$ cat config.mk
export PLATFORM = sky130hd
export DESIGN_NAME = packet_serializer
export DESIGN_NICKNAME = d
export VERILOG_FILES = /design/src/rtl/packet_types_pkg.sv /design/src/rtl/types_pkg.sv /design/src/rtl/flit_header_gen.sv /design/src/rtl/packet_serializer.sv
export SDC_FILE = /design/constraint.sdc
export NUM_CORES = 1
export LEC_CHECK = 0
export CORE_MARGIN = 5
export CORE_UTILIZATION = 39
export DETAILED_ROUTE_END_ITERATION = 12
export GPL_TIMING_DRIVEN = 0
export PLACE_DENSITY = 0.71
export SLEW_MARGIN = 20
export SYNTH_ARGS = -nofsm -noshare
export SYNTH_HDL_FRONTEND = slang
export SYNTH_SLANG_ARGS = --single-unit
$ cat constraint.sdc
create_clock -name nocclk -period 3.7 [get_ports nocclk]
set_input_delay 0.925 -clock nocclk [delete_from_list [all_inputs] [get_ports nocclk]]
set_output_delay 0.925 -clock nocclk [all_outputs]
set_load 0.005 [all_outputs]
$ cat src/rtl/packet_types_pkg.sv
// rtl/packet_types_pkg.sv - serializer FSM states and packet length limits.
package packet_types;

  typedef enum logic {
    IDLE = 1'b0,
    SEND = 1'b1
  } ser_state_t;

  localparam int MIN_NUM_OF_FLIT = 2;

endpackage

$ cat src/rtl/types_pkg.sv
// rtl/types_pkg.sv - flit, flit id and flit type definitions shared across the NoC.
package types;

  typedef logic [3:0] flit_num_t;
  typedef logic [2:0] packet_id_t;

  typedef enum logic [1:0] {
    BODY = 2'b00,
    HEAD = 2'b01,
    TAIL = 2'b10
  } flit_type_t;

  typedef struct packed {
    packet_id_t packet_id;
    flit_num_t  flit_num;
  } flit_id_t;

  typedef struct packed {
    flit_type_t  flittype;
    flit_id_t    flit_id;
    logic [15:0] payload;
  } flit_t;

endpackage

$ cat src/rtl/flit_header_gen.sv
// rtl/flit_header_gen.sv - stamps flittype, flit_num and packet_id onto a payload flit.
module flit_header_gen
  import types::*;
(
  input  flit_t      i_flit,
  input  flit_num_t  i_k,
  input  flit_num_t  i_num,
  input  packet_id_t i_id,
  output flit_t      o_flit
);

  always_comb begin
    o_flit = i_flit;
    if (i_k == '0) begin
      o_flit.flittype = HEAD;
    end else if (i_k == i_num - flit_num_t'(1)) begin
      o_flit.flittype = TAIL;
    end else begin
      o_flit.flittype = BODY;
    end
    o_flit.flit_id.flit_num  = i_k;
    o_flit.flit_id.packet_id = i_id;
  end

endmodule

$ cat src/rtl/packet_serializer.sv
// rtl/packet_serializer.sv - captures a whole packet and emits it one stamped flit per handshake.
module packet_serializer #(
  parameter int MAX_NUM_OF_FLIT = 8,
  parameter int MIN_NUM_OF_FLIT = packet_types::MIN_NUM_OF_FLIT
) (
  input  logic                                 nocclk,
  input  logic                                 rst_n,
  input  types::flit_t [MAX_NUM_OF_FLIT-1:0]   tx_flits,
  input  types::flit_num_t                     tx_num_flit,
  input  logic                                 tx_packet_valid,
  output logic                                 tx_packet_ready,
  output types::flit_t                         next_flit,
  output logic                                 next_flit_valid,
  input  logic                                 next_flit_ready,
  output types::packet_id_t                    sent_packet_id,
  output logic                                 tx_packet_done,
  output logic                                 tx_packet_error
);

  import types::*;
  import packet_types::*;

  localparam int IDX_W = (MAX_NUM_OF_FLIT > 1) ? $clog2(MAX_NUM_OF_FLIT) : 1;
  localparam flit_num_t MinNum = flit_num_t'(MIN_NUM_OF_FLIT);
  localparam flit_num_t MaxNum = flit_num_t'(MAX_NUM_OF_FLIT);

  ser_state_t                        r_state;
  ser_state_t                        w_state_nxt;
  flit_t [MAX_NUM_OF_FLIT-1:0]       r_flits;
  flit_num_t                         r_num;
  flit_num_t                         r_k;
  packet_id_t                        r_id;
  packet_id_t                        r_id_cnt;
  logic                              r_done;
  logic                              r_error;

  logic                              w_legal;
  logic                              w_accept;
  logic                              w_hs;
  logic                              w_last;
  logic [IDX_W-1:0]                  w_idx;
  flit_t                             w_stamped;

  assign w_legal  = (tx_num_flit >= MinNum) && (tx_num_flit <= MaxNum);
  assign w_accept = tx_packet_valid && (r_state == IDLE);
  assign w_hs     = next_flit_ready && (r_state == SEND);
  assign w_last   = (r_k == r_num - flit_num_t'(1));
  assign w_idx    = r_k[IDX_W-1:0];

  flit_header_gen u_header_gen (
    .i_flit (r_flits[w_idx]),
    .i_k    (r_k),
    .i_num  (r_num),
    .i_id   (r_id),
    .o_flit (w_stamped)
  );

  always_ff @(posedge nocclk or negedge rst_n) begin
    if (!rst_n) begin
      r_state <= IDLE;
    end else begin
      r_state <= w_state_nxt;
    end
  end

  always_comb begin
    w_state_nxt     = r_state;
    tx_packet_ready = 1'b0;
    next_flit_valid = 1'b0;
    next_flit       = '0;
    case (r_state)
      IDLE: begin
        tx_packet_ready = 1'b1;
        if (tx_packet_valid && w_legal) begin
          w_state_nxt = SEND;
        end
      end
      SEND: begin
        next_flit_valid = 1'b1;
        next_flit       = w_stamped;
        if (next_flit_ready && w_last) begin
          w_state_nxt = IDLE;
        end
      end
      default: w_state_nxt = IDLE;
    endcase
  end

  // Illegal lengths are consumed in IDLE but never touch the capture or id state.
  always_ff @(posedge nocclk or negedge rst_n) begin
    if (!rst_n) begin
      r_flits  <= '0;
      r_num    <= '0;
      r_k      <= '0;
      r_id     <= '0;
      r_id_cnt <= '0;
      r_done   <= 1'b0;
      r_error  <= 1'b0;
    end else begin
      r_done  <= w_hs && w_last;
      r_error <= w_accept && !w_legal;
      if (w_accept && w_legal) begin
        r_flits  <= tx_flits;
        r_num    <= tx_num_flit;
        r_k      <= '0;
        r_id     <= r_id_cnt;
        r_id_cnt <= r_id_cnt + packet_id_t'(1);
      end else if (w_hs && !w_last) begin
        r_k <= r_k + flit_num_t'(1);
      end
    end
  end

  assign sent_packet_id  = r_id;
  assign tx_packet_done  = r_done;
  assign tx_packet_error = r_error;

endmodule

Yosys cells after proc, flatten, opt, wreduce, memory -nomap -nowiden

Cells that the tools add are included.

Logic and storage cells: 72
Bits in registers: 217
Output and inout port bits: 32
Bits of input ports: 208

Equality and inequality tests: 1
Reduce and logical (&&, ||, !) cells: 13
Order comparisons: 3
Add/subtract/negate cells: 3
Bitwise operators: 1
Muxes and demuxes: 12

Operators with widths:

| cell                                                                         | count |
|---|---|
| 25-bit binary-select mux with 3-bit select                                   | 1 |
| 25-bit two-way mux                                                           | 1 |
| 16-bit two-way mux                                                           | 1 |
| 1-bit logical AND                                                            | 9 |
| 4-bit two-way mux                                                            | 2 |
| 4-bit by 1-bit adder with 4-bit output, second input constant                | 1 |
| 4-bit equality test                                                          | 1 |
| 4-bit by 2-bit >= comparator with 1-bit output, second input constant        | 1 |
| 4-bit <= comparator, second input constant                                   | 1 |
| 4-bit logical NOT                                                            | 1 |
| 3-bit by 4-bit less-than comparator with 1-bit output, second input constant | 1 |
| 1-bit two-way mux                                                            | 4 |
| 2-bit two-way mux                                                            | 2 |
| 4-bit by 1-bit subtractor with 4-bit output, second input constant           | 1 |
| 3-bit by 1-bit adder with 3-bit output, second input constant                | 1 |
| 1-bit logical NOT                                                            | 2 |
| 1-bit one-hot mux with 2 select lines                                        | 1 |
| 2-bit nonzero test                                                           | 1 |
| 1-bit NOT                                                                    | 1 |

Depth between registers and ports, before layout

Gate-level depths: netlist of run 1.

Word-level depth: 6
Mapped depth: 6
Mapped depth without buffers: 6

Cells and area by module

A second synthesis of run 1 with hierarchy kept.

Cells, all modules: 1,084
Area, all modules: 10,297.4 um^2

Modules (own cells, without submodules):

| module            | cells an instance | area an instance (um^2) | times used | seq. area each (um^2) |
|---|---|---|---|---|
| packet_serializer | 1,046             | 10,017.1                | 1          | 5,430.2 |
| flit_header_gen   | 38                | 280.3                   | 1          | 0.0 |

Worst setup path before layout of run 1

No wires, ideal clock.

Path type: reg2out
Start point: register r_k[0]
End point: output next_flit[10] (netlist name)
Data arrival time: 1.608 ns
Cell stages (with the launch flop): 6
Data required time: 2.775 ns
Buffers on the path: 2
Slack: 1.167 ns
Cell sequence: dfrtp_1 buf_2 buf_2 mux4_2 mux2i_1 nor2_1

RTL lines:

| item                     | line                     | source |
|---|---|---|
| start: declaration       | packet_serializer.sv:31  | `flit_num_t r_k;` |
| start signal: assignment | packet_serializer.sv:109 | `r_k <= r_k + flit_num_t'(1);` |
| end: declaration         | packet_serializer.sv:12  | `output types::flit_t next_flit,` |

==> reports/qor.csv, run 1 <==
metric,value,unit
CP Launch Type,flip-flop,
initial DRC count,405,
"commonest non-fill, non-tap cell in the layout",nand2_1,
Psw,2.54,mW
Int Pwr,5.07,mW
area delta synth->final,39.1,%
largest net degree at the start of global routing,100,
post-synth net total,925,
Layout fillers,1528,
GRT Total Usage,21.0,%
Crit path largest cell delay,550,ps
die area,19900,um^2
Arrival @ worst endpoint,2630,ps
clock buffer depth,2,
Num CTS Buffers,17,
Tcrit/Tclk final,96.0,%
"Req. time, crit path",2770,ps
cells after synthesis,713,
DRT antenna net count,0,
setup TNS,0,ps
max-cap violation count,0,
crit path kind,reg2out,
Vias,5598,
initial antenna violation count,0,
post-synthesis sequential area ratio,54.3,%
endpoints failing hold,0,
Port Buf Inserts,167,
# rows,47,
sw frac,33.4,%
"Slew Viols, Final",0,
final worst slack,149,ps
pwr dens,820,nW/um^2
"EDFF count, synth",0,
"commonest non-fill, non-tap cells in the layout","nand2_1, clkdlybuf4s50_1, dfrtp_1, mux4_2, buf_2",
combinational group share of total power,40.6,%
Worst Tran Pin Value,767,ps
share of layout cells above drive strength 1,11.4,%
worst skew pair latency,420,ps
slew margin rel.,48.9,%
Reg power frac,36.2,%
Root Buffer,clkbuf_16,
reg2reg path depth,6,
DIE HEIGHT,141,um
crit path time final,3550,ps
Worst-path clk slew,60,ps
drt drc,0,
Initial Util,40.0,%
Max Fclk,282,MHz
Syn Area/Cell,9.37,um^2
crit path capture type,primary output,
Placed Instances,1101,
Multi-input gate area,2830,um^2
number of cells on the critical path,6,
NumNets Final,1111,
Final setup viols,0,
grt total ovfl,0,
# clock sinks,145,
die span in x,141,um
crit path cell chain,buf_4 -> buf_4 -> mux4_2 -> mux2i_1 -> nor2_1 -> clkdlybuf4s50_1,
RSZ-0062 raised after global routing,false,
I/O pins,240,
"delay-heaviest family, CP",buffers and inverters,
H-tree depth,4,
peak supply drop,0.409,mV
"flops & latches, synth",145,
main flop type after synthesis,dfrtp_1,
CP max stage cell,mux4_2,
post-layout util,55.6,%
"most used cell, CP",buf_4,
Vias/cell,4.95,
leak pwr,4.55,nW
Hold Path Class,in2async,
"Power, Total",7.62,mW
Pre-Repair DR Iteration Count,5,
synth unique cells,30,
Netlist Area Pre-Place,6680,um^2
Place WS,248,ps
WL final,20400,um
core area,16700,um^2
asr flop ratio synth,100,%
Antenna Cells,0,
yosys synthesis warning count,0,
global-route wire length before repair,31600,um
Clk pwr share,23.3,%
CP Max Fanout,10,
dpl hpwl,14700,um
WL per Instance,18.0,um
worst path bufs/invs,3,
Final GP Congestion,0.829,
vias in the first global route,5695,
clock skew,10.2,ps
Non-Filler Instances,1132,
Register Area,3630,um^2
outcome,"finished, final reports clean",
CTS tree,yes,
-- sequential cells by signal, indices dropped and copies added (netlist names) --
signal / count
r_flits: 128
r_num: 4
r_id_cnt: 3
r_state: 1
r_k: 4
tx_packet_error: 1
sent_packet_id: 3
tx_packet_done: 1
-- kinds of logic (layout without fill, tap and decap cells) --
kind of cell,count (synthesis),count (layout),share of synthesized area (%)
AO/OA/AOI/OAI,12,12,1.22
XOR/XNOR,7,7,1.12
adder cells (fa/ha/maj),4,4,0.749
buffers and inverters,49,248,3.41
flip-flops,145,145,54.3
multiplexers,52,52,13.8
AND/OR/NAND/NOR,444,444,25.4
-- stage by stage --
stage | hold slack (ps) | instance area, um^2
after floorplan | 440 | 6680
after global placement | 452 | 8630
after detailed placement | 458 | 8660
after CTS | 398 | 9290
after global routing | 405 | 9290
final | 394 | 9290
-- cell usage after synthesis (2+ instances only) --
master / n / area share (%)
and2_1: 5 / 0.47
buf_2: 32 / 2.4
clkbuf_1: 9 / 0.51
dfrtp_1: 145 / 54
ha_1: 4 / 0.75
inv_1: 6 / 0.34
mux2i_1: 19 / 2.8
mux4_2: 32 / 11
nand2_1: 406 / 23
nor2_1: 24 / 1.3
nor3_1: 3 / 0.22
o21ai_0: 6 / 0.45
xnor2_1: 4 / 0.52
xor2_1: 2 / 0.26
-- power groups by stage --
stage	Sequential (mW)	Combinational (mW)	Clock [mW]
2_1_floorplan	2.60	1.90	0
3_3_place_gp	2.71	3.03	0
5_1_grt	2.84	3.42	1.87
4_1_cts	2.73	3.14	1.80
3_5_place_dp	2.74	3.10	0
6_report	2.75	3.09	1.77
-- worst paths after layout --
path / from / to / slack (ps)
worst max-delay path: r_k[0]$_DFFE_PN0P_ / next_flit[9] / 150
worst min-delay path: rst_n / r_id_cnt[0]$_DFFE_PN0P_ / 390
worst max register to register: r_num[0]$_DFFE_PN0P_ / r_k[1]$_DFFE_PN0P_ / 1790
worst min register to register: r_flits[51]$_DFFE_PN0P_ / r_flits[51]$_DFFE_PN0P_ / 470
max in group asynchronous: rst_n / r_flits[86]$_DFFE_PN0P_ / 2480
min in group nocclk: r_flits[51]$_DFFE_PN0P_ / r_flits[51]$_DFFE_PN0P_ / 470
-- worst register-to-register path: cells and delay by family (launching register included) --
family | cells | cell delay, ps
adder cells (fa/ha/maj) | 1 | 210
multiplexers | 1 | 370
AND/OR/NAND/NOR | 1 | 180
XOR/XNOR | 1 | 270
flip-flops | 1 | 380
AO/OA/AOI/OAI | 1 | 320
buffers and inverters | 1 | 70
-- metal layers --
metal | up-vias | part of all wire (%) | track usage (%)
li1 | 2644 | - | -
met1 | 2737 | 44 | 29.0
met2 | 190 | 47 | 33.0
met5 | - | 0 | 0
met3 | 27 | 6.8 | 5.62
met4 | 0 | 2.0 | 6.07
-- final cells by class --
cell class / count / share of cell area (%)
repair buffers: 168 / 18.3
plain buffers: 42 / 2.37
inverters: 6 / 0.242
well taps: 220 / 2.96
clock inverters: 10 / 1.41
flip-flops and latches: 145 / 39.1
multi-input cells: 519 / 30.4
clock buffers: 22 / 5.21
-- what timing repair did --
item                       in CTS  in global routing
setup buffers                   0                  0
setup endpoints to repair      17                 12
cloned                          0                  0
hold buffers                    0                  0
resized for setup               7                  2
No activity file was read; power rests on OpenSTA's default activity.
==> run 2: changes to the inputs <==
CTS_CLUSTER_DIAMETER = 150   (was unset)
SKIP_LAST_GASP = 1   (was unset)
==> run 2 against run 1 <==
Global-route usage is the same. Largest cell class unchanged. Clock skew grew 0.61 ps. Via count grew 0.39%. Sequential share of layout area is essentially flat. First-iteration DRC count shrank 2.7%. Cell area is essentially flat. Non-clock buffer count is the same. Hold slack lost 0.63 ps. Utilization is essentially flat. Combinational power is essentially flat. Critical path depth is the same.
==> reports/qor.csv, run 2 (synthesis results as in run 1) <==
metric,value,unit
leading registers by flop count,"r_flits: 128 flops, r_k: 4 flops, r_num: 4 flops",
# rows,47,
core area,16700,um^2
post-layout util,55.6,%
Reg power frac,36.2,%
worst skew pair latency,430,ps
Vias,5620,
cell area after layout,9290,um^2
vias in the first global route,5695,
clock buffer depth,2,
RR Endpoint,r_k[1]$_DFFE_PN0P_,
CTS tree,yes,
dpl hpwl,14700,um
Root Buffer,clkbuf_16,
max-cap violation count,0,
RSZ-0062 raised after global routing,true,
reg2reg path depth,6,
placed standard-cell area,8660,um^2
Worst Tran Pin Value,740,ps
setup TNS,0,ps
Hold Slack,393,ps
Tcrit/Tclk final,96.4,%
Worst-path clk slew,70,ps
WL final,20300,um
NumNets Final,1111,
"most used cell, CP",buf_4,
max FFs per register,128,
hold buffers post-CTS,0,
crit path capture type,primary output,
Arrival @ worst endpoint,2640,ps
Initial Util,40.0,%
CP max stage cell,mux4_2,
endpoints failing hold,0,
Final setup viols,0,
Max Fclk,280,MHz
r2r setup slk,1790,ps
DIE HEIGHT,141,um
initial DRC count,394,
Hold Path Class,in2async,
Num CTS Buffers,17,
combinational group share of total power,40.6,%
Non-Filler Instances,1132,
Psw,2.54,mW
Pre-Repair DR Iteration Count,7,
Place WS,248,ps
crit path time final,3570,ps
number of cells on the critical path,6,
share of layout cells above drive strength 1,11.4,%
final worst slack,133,ps
Crit path largest cell delay,590,ps
"Slew Viols, Final",0,
Antenna Cells,0,
"commonest non-fill, non-tap cell in the layout",nand2_1,
Final GP Congestion,0.829,
Vias/cell,4.96,
Placed Instances,1101,
Layout fillers,1528,
"commonest non-fill, non-tap cells in the layout","nand2_1, clkdlybuf4s50_1, dfrtp_1, mux4_2, buf_2",
clock skew,10.8,ps
DRT antenna net count,0,
global-route wire length before repair,31600,um
die area,19900,um^2
sw frac,33.4,%
I/O pins,240,
die span in x,141,um
largest net degree at the start of global routing,100,
"Power, Total",7.61,mW
Top reg by flops,r_flits,
reg-to-reg startpoint,r_num[0]$_DFFE_PN0P_,
Clk pwr share,23.3,%
peak supply drop,0.406,mV
GRT Total Usage,21.0,%
# clock sinks,145,
Int Pwr,5.07,mW
area delta synth->final,39.0,%
WL per Instance,17.9,um
grt total ovfl,0,
crit path cell chain,buf_4 -> buf_4 -> mux4_2 -> mux2i_1 -> nor2_1 -> clkdlybuf4s50_1,
pwr dens,819,nW/um^2
CP Max Fanout,10,
initial antenna violation count,0,
Port Buf Inserts,167,
"delay-heaviest family, CP",buffers and inverters,
drt drc,0,
H-tree depth,4,
outcome,"finished, final reports clean",
crit path kind,reg2out,
leak pwr,4.55,nW
"Req. time, crit path",2770,ps
CP Launch Type,flip-flop,
worst path bufs/invs,3,
slew margin rel.,50.6,%
-- run 2: cell types whose count changed in the layout (fill, tap and decap cells not counted) --
cell   change
buf_4      +1
buf_6      -1
-- run 2: how the worst max path moves through the flow --
stage | slack (ps) | startpoint | to
global placement | -4270 | rst_n | r_flits[162]$_DFFE_PN0P_
finish | 130 | r_k[0]$_DFFE_PN0P_ | next_flit[9]
global route | -30 | r_k[0]$_DFFE_PN0P_ | next_flit[9]
floorplan | 1170 | r_k[0]$_DFFE_PN0P_ | next_flit[10]
CTS | 10 | r_k[1]$_DFFE_PN0P_ | next_flit[9]
detailed placement | 250 | r_k[1]$_DFFE_PN0P_ | next_flit[9]
-- run 2: per-layer routing --
| layer | GRT usage (%) | vias to the layer above | share of wire (%) |
|---|---|---|---|
| met1 | 29.0 | 2740 | 44 |
| met4 | 6.07 | 0 | 2.0 |
| met2 | 33.0 | 204 | 47 |
| met3 | 5.62 | 28 | 6.8 |
| li1 | - | 2648 | - |
| met5 | 0 | - | 0 |
-- run 2: power by group through the flow --
stage	combinational [mW]	clock [mW]	sequential, mW
after floorplan	1.90	0	2.60
after global placement	3.03	0	2.71
after detailed placement	3.10	0	2.74
after CTS	3.14	1.80	2.73
after global routing	3.41	1.87	2.84
final	3.09	1.77	2.75
-- run 2: area by class of cell --
cell class	instances	area [um^2]	share of cell area (%)
multi-input combinational	519	2830	30.4
clock inverter	10	131	1.41
buffer	42	216	2.33
tap	220	275	2.96
timing repair buffer	168	1700	18.3
clock buffer	22	484	5.21
sequential	145	3630	39.1
inverter	6	22.5	0.242
-- run 2: repair_timing --
item / 4_1_cts / 5_1_grt
gates resized for setup: 7 / 1
setup endpoints to repair: 17 / 12
buffers inserted: 0 / 0
